File: src/rtl/cs_pkg.sv
// cs_pkg: shared constants and types for the computational-system result path.
//   X_W    - input sample width of the computational system
//   Y_W    - result word width
//   WARMUP - number of y_en slots discarded while the window fills
//   cs_state_e - collector state encoding
//   sat_inc16  - saturating 16-bit increment used by the result counter
package cs_pkg;

  localparam int X_W    = 8;
  localparam int Y_W    = 10;
  localparam int WARMUP = 9;

  typedef enum logic [1:0] {
    ST_IDLE   = 2'd0,
    ST_WARMUP = 2'd1,
    ST_RUN    = 2'd2
  } cs_state_e;

  // Increment that sticks at all-ones instead of wrapping.
  function automatic logic [15:0] sat_inc16(input logic [15:0] v);
    logic [15:0] r;
    if (v == 16'hFFFF) begin
      r = v;
    end else begin
      r = v + 16'd1;
    end
    return r;
  endfunction

endpackage

File: src/rtl/cs_result_collector_if.sv
// cs_result_collector_if: result input slot and output stream of the collector.
//   y_in/y_en            - result word and its slot qualifier from the system
//   out_data/out_valid   - head-of-FIFO result offered downstream
//   out_ready            - downstream acceptance
// Modports: master = collector side, slave = environment side.
interface cs_result_collector_if
  import cs_pkg::*;
#(
  parameter int Y_W = cs_pkg::Y_W
);
  logic [Y_W-1:0] y_in;
  logic           y_en;
  logic [Y_W-1:0] out_data;
  logic           out_valid;
  logic           out_ready;

  modport master (
    input  y_in,
    input  y_en,
    input  out_ready,
    output out_data,
    output out_valid
  );

  modport slave (
    output y_in,
    output y_en,
    output out_ready,
    input  out_data,
    input  out_valid
  );
endinterface

File: src/rtl/cs_sync_fifo.sv
// cs_sync_fifo: single-clock FIFO with registered storage and head read.
//   clk   - clock
//   clr   - synchronous clear (empties FIFO, zeroes storage)
//   push  - write wdata when not full, or when full with a same-cycle pop
//   pop   - advance head when not empty
//   wdata - write word
//   rdata - head word (storage read, no fall-through from wdata)
//   full, empty, count - occupancy status; count is log2(DEPTH)+1 bits
module cs_sync_fifo
  import cs_pkg::*;
#(
  parameter int WIDTH = cs_pkg::Y_W,
  parameter int DEPTH = 8
) (
  input  logic                     clk,
  input  logic                     clr,
  input  logic                     push,
  input  logic                     pop,
  input  logic [WIDTH-1:0]         wdata,
  output logic [WIDTH-1:0]         rdata,
  output logic                     full,
  output logic                     empty,
  output logic [$clog2(DEPTH):0]   count
);
  localparam int AW = $clog2(DEPTH);
  localparam int CW = AW + 1;

  logic [WIDTH-1:0] mem_q [DEPTH];
  logic [AW-1:0]    wr_q, wr_d;
  logic [AW-1:0]    rd_q, rd_d;
  logic [CW-1:0]    cnt_q, cnt_d;
  logic             push_ok_s;
  logic             pop_ok_s;

  assign full  = (cnt_q == CW'(DEPTH));
  assign empty = (cnt_q == {CW{1'b0}});
  assign count = cnt_q;
  assign rdata = mem_q[rd_q];

  // A pop frees the slot in the same cycle, so a full FIFO can still take a push then.
  assign pop_ok_s  = pop & ~empty;
  assign push_ok_s = push & (~full | pop_ok_s);

  // Pointer and occupancy next state; pointers wrap naturally at DEPTH.
  always_comb begin
    wr_d  = wr_q;
    rd_d  = rd_q;
    cnt_d = cnt_q;
    if (push_ok_s) begin
      wr_d = wr_q + AW'(1);
    end else begin
      wr_d = wr_q;
    end
    if (pop_ok_s) begin
      rd_d = rd_q + AW'(1);
    end else begin
      rd_d = rd_q;
    end
    case ({push_ok_s, pop_ok_s})
      2'b10:   cnt_d = cnt_q + CW'(1);
      2'b01:   cnt_d = cnt_q - CW'(1);
      default: cnt_d = cnt_q;
    endcase
  end

  // Storage and pointer registers.
  always_ff @(posedge clk) begin
    if (clr) begin
      for (int i = 0; i < DEPTH; i++) begin
        mem_q[i] <= {WIDTH{1'b0}};
      end
      wr_q  <= {AW{1'b0}};
      rd_q  <= {AW{1'b0}};
      cnt_q <= {CW{1'b0}};
    end else begin
      if (push_ok_s) begin
        mem_q[wr_q] <= wdata;
      end
      wr_q  <= wr_d;
      rd_q  <= rd_d;
      cnt_q <= cnt_d;
    end
  end
endmodule

File: src/rtl/cs_result_collector.sv
// cs_result_collector: drops the warm-up results of the computational system,
// buffers the rest in a FIFO and keeps running min/max/count statistics.
//   clk, reset  - clock; synchronous active-high reset
//   bus         - y_in/y_en slot input and out_data/out_valid/out_ready stream
//   flush       - synchronous restart, identical in effect to reset
//   overflow    - sticky: a result was dropped on a full FIFO
//   y_min/y_max - extremes of accepted results since reset/flush
//   res_cnt     - accepted-result count, saturating
module cs_result_collector
  import cs_pkg::*;
#(
  parameter int Y_W    = cs_pkg::Y_W,
  parameter int DEPTH  = 8,
  parameter int WARMUP = cs_pkg::WARMUP
) (
  input  logic                  clk,
  input  logic                  reset,
  cs_result_collector_if.master bus,
  input  logic                  flush,
  output logic                  overflow,
  output logic [Y_W-1:0]        y_min,
  output logic [Y_W-1:0]        y_max,
  output logic [15:0]           res_cnt
);
  localparam int WCW = $clog2(WARMUP + 1);
  localparam int CW  = $clog2(DEPTH) + 1;

  cs_state_e      state_q, state_d;
  logic [WCW-1:0] warm_q, warm_d;
  logic           ovf_q, ovf_d;
  logic [Y_W-1:0] min_q, min_d;
  logic [Y_W-1:0] max_q, max_d;
  logic [15:0]    cnt_q, cnt_d;
  logic           seen_q, seen_d;

  logic           push_req_s;
  logic           pop_s;
  logic           push_acc_s;
  logic           fifo_full_s;
  logic           fifo_empty_s;
  logic [CW-1:0]  fifo_count_s;

  // flush outranks both sides of the FIFO handshake.
  assign pop_s      = (fifo_count_s != {CW{1'b0}}) & bus.out_ready & ~flush;
  assign push_acc_s = push_req_s & (~fifo_full_s | pop_s);

  cs_sync_fifo #(
    .WIDTH (Y_W),
    .DEPTH (DEPTH)
  ) u_fifo (
    .clk   (clk),
    .clr   (reset | flush),
    .push  (push_req_s),
    .pop   (pop_s),
    .wdata (bus.y_in),
    .rdata (bus.out_data),
    .full  (fifo_full_s),
    .empty (fifo_empty_s),
    .count (fifo_count_s)
  );

  assign bus.out_valid = ~fifo_empty_s;
  assign overflow      = ovf_q;
  assign y_min         = min_q;
  assign y_max         = max_q;
  assign res_cnt       = cnt_q;

  // FSM next state: warm-up slot counting and push request generation.
  always_comb begin
    state_d    = state_q;
    warm_d     = warm_q;
    push_req_s = 1'b0;
    if (flush) begin
      state_d = ST_IDLE;
      warm_d  = {WCW{1'b0}};
    end else begin
      case (state_q)
        ST_IDLE: begin
          if (bus.y_en) begin
            // This slot is warm-up slot 1.
            warm_d  = WCW'(1);
            state_d = (WARMUP <= 1) ? ST_RUN : ST_WARMUP;
          end else begin
            state_d = ST_IDLE;
          end
        end
        ST_WARMUP: begin
          if (bus.y_en) begin
            warm_d = warm_q + WCW'(1);
            if (warm_d == WCW'(WARMUP)) begin
              state_d = ST_RUN;
            end else begin
              state_d = ST_WARMUP;
            end
          end else begin
            state_d = ST_WARMUP;
          end
        end
        ST_RUN: begin
          push_req_s = bus.y_en;
          state_d    = ST_RUN;
        end
        default: begin
          state_d = ST_IDLE;
          warm_d  = {WCW{1'b0}};
        end
      endcase
    end
  end

  // Statistics and sticky overflow next state.
  always_comb begin
    ovf_d  = ovf_q;
    min_d  = min_q;
    max_d  = max_q;
    cnt_d  = cnt_q;
    seen_d = seen_q;
    if (flush) begin
      ovf_d  = 1'b0;
      min_d  = {Y_W{1'b0}};
      max_d  = {Y_W{1'b0}};
      cnt_d  = 16'd0;
      seen_d = 1'b0;
    end else if (push_acc_s) begin
      // First accepted result seeds both extremes.
      min_d  = (!seen_q || bus.y_in < min_q) ? bus.y_in : min_q;
      max_d  = (!seen_q || bus.y_in > max_q) ? bus.y_in : max_q;
      cnt_d  = sat_inc16(cnt_q);
      seen_d = 1'b1;
    end else if (push_req_s) begin
      ovf_d = 1'b1;
    end else begin
      ovf_d = ovf_q;
    end
  end

  // State and statistics registers.
  always_ff @(posedge clk) begin
    if (reset) begin
      state_q <= ST_IDLE;
      warm_q  <= {WCW{1'b0}};
      ovf_q   <= 1'b0;
      min_q   <= {Y_W{1'b0}};
      max_q   <= {Y_W{1'b0}};
      cnt_q   <= 16'd0;
      seen_q  <= 1'b0;
    end else begin
      state_q <= state_d;
      warm_q  <= warm_d;
      ovf_q   <= ovf_d;
      min_q   <= min_d;
      max_q   <= max_d;
      cnt_q   <= cnt_d;
      seen_q  <= seen_d;
    end
  end
endmodule
File: src/flat_wrapper.sv
// flat-port wrapper written by rule: the top's interface ports become plain ports
module cs_result_collector_flat import cs_pkg::*;
#(
  parameter int Y_W    = cs_pkg::Y_W,
  parameter int DEPTH  = 8,
  parameter int WARMUP = cs_pkg::WARMUP
)
  (clk, reset, flush, overflow, y_min, y_max, res_cnt, bus_y_in, bus_y_en, bus_out_ready, bus_out_data, bus_out_valid);
  cs_result_collector_if #(.Y_W(Y_W)) bus_i ();
  input  logic clk;
  input  logic reset;
  input  logic flush;
  output logic overflow;
  output logic [Y_W-1:0] y_min;
  output logic [Y_W-1:0] y_max;
  output logic [15:0] res_cnt;
  input wire logic [$bits(bus_i.y_in)-1:0] bus_y_in;
  input wire logic [$bits(bus_i.y_en)-1:0] bus_y_en;
  input wire logic [$bits(bus_i.out_ready)-1:0] bus_out_ready;
  output wire logic [$bits(bus_i.out_data)-1:0] bus_out_data;
  output wire logic [$bits(bus_i.out_valid)-1:0] bus_out_valid;
  assign bus_i.y_in = bus_y_in;
  assign bus_i.y_en = bus_y_en;
  assign bus_i.out_ready = bus_out_ready;
  assign bus_out_data = bus_i.out_data;
  assign bus_out_valid = bus_i.out_valid;
  cs_result_collector #(.Y_W(Y_W), .DEPTH(DEPTH), .WARMUP(WARMUP)) u_core (.clk(clk), .reset(reset), .bus(bus_i), .flush(flush), .overflow(overflow), .y_min(y_min), .y_max(y_max), .res_cnt(res_cnt));
endmodule
File: config.mk
export PLATFORM = sky130hd
export DESIGN_NAME = cs_result_collector_flat
export DESIGN_NICKNAME = d
export VERILOG_FILES = /design/src/rtl/cs_pkg.sv /design/src/rtl/cs_result_collector_if.sv /design/src/rtl/cs_sync_fifo.sv /design/src/rtl/cs_result_collector.sv /design/src/flat_wrapper.sv
export SDC_FILE = /design/constraint.sdc
export NUM_CORES = 1
export LEC_CHECK = 0
export BUFFER_PORTS_ARGS = -buffer_cell sky130_fd_sc_hd__buf_2
export CORE_ASPECT_RATIO = 0.5
export CORE_MARGIN = 3
export CORE_UTILIZATION = 50
export CTS_CLUSTER_SIZE = 10
export DETAILED_ROUTE_END_ITERATION = 16
export GPL_ROUTABILITY_DRIVEN = 0
export PLACE_DENSITY_LB_ADDON = 0.3
export SYNTH_ARGS = -nofsm -noshare
export SYNTH_HDL_FRONTEND = slang
export SYNTH_HIERARCHICAL = 1
export SYNTH_SLANG_ARGS = --single-unit
File: constraint.sdc
create_clock -name clk -period 3.7 [get_ports clk]
set_clock_uncertainty 0.05 [all_clocks]
set_input_delay 0.37 -clock clk [delete_from_list [all_inputs] [get_ports clk]]
set_output_delay 0.37 -clock clk [all_outputs]
set_load 0.01 [all_outputs]
* After elaboration in Yosys (flattened, before gate mapping) *
Memory sizes are Yosys's and may differ from the RTL's. A register that Yosys moved wholly into a read port is not among the register bits.
Cells that the tools add are included.

word-level totals
  bits of input ports = 15
  register bits = 54
  word-level logic and storage cells = 76
  memory bits (writable) = 80
  output and inout port bits = 48
  memories = 1

operators by class
  add/subtract/negate cells = 6
  bitwise operators = 14
  reduce and logical (&&, ||, !) cells = 14
  $lt $le $gt $ge = 2
  muxes and demuxes = 20
  eq/ne operators = 9

memories
  memory               depth  bits a word  rd ports  clocked after Yosys merged registers in  write ports  line                RTL
  u_core.u_fifo.mem_q  8      10           1         1                                        8            cs_sync_fifo.sv:28  logic [WIDTH-1:0] mem_q [DEPTH];

operators by type and width
  kind                   count
  $add 16x1->16 const B  1
  $eq 16x16->1 const B   1
  $pmux 4 s3             1
  $gt 10x10->1           1
  $lt 10x10->1           1
  $mux 10                1
  $reduce_or 10->1       1
  $mux 1                 9
  $mux 3                 3
  $add 4x1->4 const B    2
  $eq 4x4->1 const B     2
  $mux 4                 2
  $pmux 4 s2             1
  $reduce_and 2->1       4
  $add 3x1->3 const B    2
  $not 1->1              6
  $pmux 2 s3             1
  $and 1x1->1            5
  $eq 2x1->1 const B     2
  $eq 2x2->1 const B     2
  $logic_not 4->1        1
  $mux 2                 2
  $ne 2x2->1 const B     2
  $reduce_bool 4->1      1
  8 further kinds        11

* Depth between registers and ports, before layout *
  depth in word-level cells = 11
  gate-level depth with buffers = 11
  depth with buffers taken out = 10

* Modules after synthesis *
Netlist, hierarchy kept.

modules (own cells, without submodules)
  module               area an instance (um2)  cells an instance  sequential area each (um2)  instances
  cs_sync_fifo         4,267.8                 303                2,662.6                     1
  cs_result_collector  2,464.9                 292                880.8                       1

* Worst setup path after synthesis *
OpenSTA, ideal clock, no wires.

  path kind = register to register
  start point = register u_core.u_fifo.cnt_q[1] (netlist: u_core/u_fifo/count[1])
  end point = register u_core.u_fifo.cnt_q[3] (netlist: u_core/u_fifo/count[3])
  slack = 0.816 ns
  library setup time = 0.121 ns
  buffers on the path = 1
  arrival = 2.713 ns
  clock period less this slack = 2.884 ns
  stages on the path, launching flop included = 12
  required time = 3.529 ns
  cells stage by stage = dfxtp_1 -> nor4_1 -> nor2_1 -> clkbuf_2 -> o41ai_2 -> or2_2 -> inv_1 -> ha_1 -> a21o_1 -> a21oi_1 -> mux2_2 -> mux2_4

between the ends
  cells in the longest elaborated chain, start to end = 8
  elaborated cells between the ends (all ways) = 16
  those cells by class = add/sub (2); eq/ne (3); mux (1); bitwise (7); reduce/logical (3)

RTL lines
  item                                                    line                       RTL
  start, declared                                         cs_sync_fifo.sv:31         logic [CW-1:0] cnt_q, cnt_d;
  start signal, assigned                                  cs_sync_fifo.sv:74         cnt_q <= {CW{1'b0}};
  start signal, assigned                                  cs_sync_fifo.sv:81         cnt_q <= cnt_d;
  $reduce_bool 4->1 *                                     cs_result_collector.sv:44  assign pop_s = (fifo_count_s != {CW{1'b0}}) & bus.out_ready & ~flush;
  $and 1x1->1 * (2 in a row)                              cs_result_collector.sv:44
  named net u_core.pop_s                                  cs_result_collector.sv:37  logic pop_s;
  $and 1x1->1 *                                           cs_sync_fifo.sv:41         assign pop_ok_s = pop & ~empty;
  $or 1x1->1                                              cs_sync_fifo.sv:42         assign push_ok_s = push & (~full | pop_ok_s);
  $and 1x1->1                                             cs_sync_fifo.sv:42
  $eq 2x1->1 / $eq 2x2->1 (equally long branches)         cs_sync_fifo.sv:59         case ({push_ok_s, pop_ok_s})
  $pmux 4 s2 / $reduce_bool 2->1 (equally long branches)  -

Mark *: on every way through the listed nets, which the timed path passes. The rest lies on a longest branch.
A chain may end at the register's enable or synchronous reset.

* Worst setup path after layout *
Ends and elaborated chain as after synthesis.

==> summary.md <==
| Metric | Value |
|---|---|
| PwrDens | `about 460 nW/um^2` |
| Highest routed layer | `met4` |
| CTS Buf Count | `17` |
| # nets final | `704` |
| Final WL | `15,300 um` |
| # resized after CTS | `0` |
| Initial core utilization | `52.1%` |
| Post-synthesis average cell area | `11.3 um^2` |
| Root buffer cell | `clkbuf_16` |
| Syn Std Cell Area | `approximately 6700 um^2` |
| Cell count after synthesis | `between 500 and 600` |
| Total track usage | `between 20% and 30%` |
| Final instance area | `slightly below 8000 um^2` |
| Cell taking the most area after synthesis | `edfxtp_1` |
| DR WL/cell | `18.2 um` |
| Crit path kind | `flip-flop to flip-flop` |
| CP endpoint kind | `flip-flop` |
| CTS sink count | `~140` |
| Vias per cell | `5.61` |
| Post-DP Area | `7220 um^2` |
| Hold crit path type | `input pin to flip-flop` |
| Max-Cap Viols | `0` |
| GRT overflow | `0` |
| Post-synthesis sequential area ratio | `a little over half` |
| Vias in the first global route | `about 4,600` |
| Area Overhead vs Synth | `16.3%` |
| Peak supply drop | `~0.00031 V` |
| Total power | `3.56 mW` |
| Fmax | `325 MHz` |
| Clk pin slew, worst setup/hold paths | `around 0.060 ns` |
| Post-synth top cells | `edfxtp_1 (80), nor2_1 (69), dfxtp_1 (57)` |
| H-tree Lvls | `4` |
| Reg-to-Reg Start | `u_core/u_fifo/count[1]` |
| CP arrival | `between 3 and 4 ns` |
| Tmin final | `a little over 3 ns` |
| Worst slew margin | `about a third` |
| Post-CTS Hold Buffers | `0` |
| Drt pass-1 iters | `6` |
| Port bufs | `between 60 and 70` |
| Async S/R FF share, synth | `0%` |
| Hold path depth | `3` |
| Static Leak | `roughly 3.0 nW` |
| Fin crit share | `a little over four fifths` |
| Yosys top cell area share | `a little over a third` |
| Initial drt markers | `329` |
| Vias | `between 4,000 and 5,000` |
| IO Pins | `63` |
| Post CTS Setup Buffer Count | `0` |
| Die Span Y | `~90 um` |
| Net Count, Synth | `637` |
| Worst reg-to-reg path cell count | `11` |
| Hold Fails Final Rpt | `0` |
| EDFF count, synth | `80` |
| DP HPWL | `just over 10,000 um` |
| Antenna cells | `0` |
| Cell variety after synth | `64` |
| Clock buffer depth | `2` |
| Largest net degree at the start of global routing | `38` |
| Setup violators final | `0` |
| Count leader, synth | `edfxtp_1` |
| Status | `completed` |
| CP Capture Point | `u_core/u_fifo/count[3]` |
| Synth Flop Type | `edfxtp_1` |
| CTS tree | `yes` |
| Met2 Wirelength | `~7500 um` |
| Synth top area cells | `edfxtp_1 (36%), dfxtp_1 (17%), mux4_2 (6.7%)` |
| Placement Rows | `29` |
| Core area | `12,900 um^2` |
| Met3 WL post-DR | `869 um` |
| Post-synthesis register bit count | `roughly 140` |
| Setup_tns | `0 ns` |
| Worst-Margin Slew | `between 0.9 and 1 ns` |
| RSZ-0062 raised after global routing | `no` |
| Initial antenna violation count | `0` |
| Ratio of cells with drive above 1 in the final layout | `between 20% and 30%` |
| Slew Limit Fails | `0` |
| DRT antenna net count | `0` |
| Ys Warns | `6` |
| Die extent in x | `between 150 and 200 um` |
| Die area | `approximately 15,000 um^2` |
| Reg2reg end | `u_core/u_fifo/count[3]` |
| Later-pin clock latency in the skew report | `about 0.4 ns` |
| Worst Path Required | `3.95 ns` |
| Crit start category | `flip-flop` |
| CP Max Fanout | `9` |
| Post-route DRC | `0` |
| Crit path launch | `u_core/u_fifo/count[1]` |
| FF-to-FF setup slack | `between 0.6 and 0.7 ns` |
| First-pass GRT wire length | `about 25,000 um` |
| M1 WL | `6710 um` |
[where the power goes]
group	internal, mW	total [mW]	switching [mW]
Sequential	1.65	1.67	0.0147
Clock	1.08	1.76	0.680
Combinational	0.0503	0.142	0.0914
[sequential cells by signal, summed over array words and instances, names as in the netlist, named ones only]
register,count
u_core/state_q,2
u_core/warm_q,4
u_core/u_fifo/rd_q,3
u_core/res_cnt,16
u_core/u_fifo/mem_q,80
u_core/y_min,10
u_core/overflow,1
u_core/seen_q,1
u_core/u_fifo/count,4
u_core/u_fifo/wr_q,3
u_core/y_max,10
[worst max-delay path, stage by stage, from the launching register on]
cell,delay [ns]
dfxtp_1,0.39
nor4_1,0.57
nor2_1,0.08
buf_4,0.19
o41ai_2,0.12
or2_2,0.26
inv_1,0.06
ha_1,0.26
a21o_1,0.17
a21oi_1,0.15
mux2_2,0.36
mux2_4,0.29
[metal layers]
metal	global-route usage, %	vias up
li1	-	2274
met1	27.6	2307
met2	36.1	139
met3	5.32	14
met4	8.09	0
met5	0	-
[cells by family (layout without fill, tap and decap cells)]
family / count (synthesis) / count (layout) / share of synthesized area, %
multiplexers: 55 / 55 / 12.2
XOR/XNOR: 9 / 9 / 1.17
AND/OR/NAND/NOR: 225 / 225 / 16.8
buffers and inverters: 64 / 143 / 4.22
adder cells (fa/ha/maj): 27 / 27 / 5.13
AO/OA/AOI/OAI: 78 / 78 / 7.84
flip-flops: 137 / 137 / 52.6
[cells in the final DEF (no fill, tap or decap), types with 3 or more instances in the layout]
master	instances
nand2_1	55
clkinv_4	4
a21oi_1	26
nor2_1	68
inv_1	36
ha_1	26
nor4_1	3
nor3_1	3
and2_1	42
a21o_1	3
bufinv_16	3
buf_4	13
o21ai_0	24
xor2_1	3
nand2b_1	3
nand4_1	8
mux2i_1	23
xnor2_1	6
and4_1	4
nand3_1	9
mux2_2	11
clkbuf_16	17
edfxtp_1	80
or3_1	12
mux4_2	20
dfxtp_1	57
inv_6	5
buf_2	62
[stage by stage]
step | hold WS, ns | worst slack [ns] | instances | util (%)
global placement | 0.396 | 0.688 | 813 | 55.9
detailed placement | 0.416 | 0.629 | 813 | 55.9
finish | 0.251 | 0.621 | 844 | 60.6
floorplan | 0.423 | 0.816 | 595 | -
global route | 0.281 | 0.438 | 844 | 60.6
CTS | 0.246 | 0.612 | 844 | 60.6
[worst min-delay path by stage]
stage / to / start / slack (ns)
3_5_place_dp: u_core/overflow / u_core/overflow / 0.42
3_3_place_gp: u_core/overflow / u_core/overflow / 0.40
4_1_cts: u_core/state_q[0] / bus_y_en / 0.25
5_1_grt: u_core/state_q[0] / bus_y_en / 0.28
2_1_floorplan: u_core/seen_q / u_core/seen_q / 0.42
6_report: u_core/state_q[0] / bus_y_en / 0.25
[layout make-up]
cell class | count | area (um^2)
timing repair buffer | 75 | 408
clock inverter | 14 | 188
inverter | 37 | 139
multi-input combinational | 394 | 2910
sequential | 137 | 3540
tap | 170 | 213
fill | 1021 | 5090
clock buffer | 17 | 425
(Power assumes the default switching activity.)
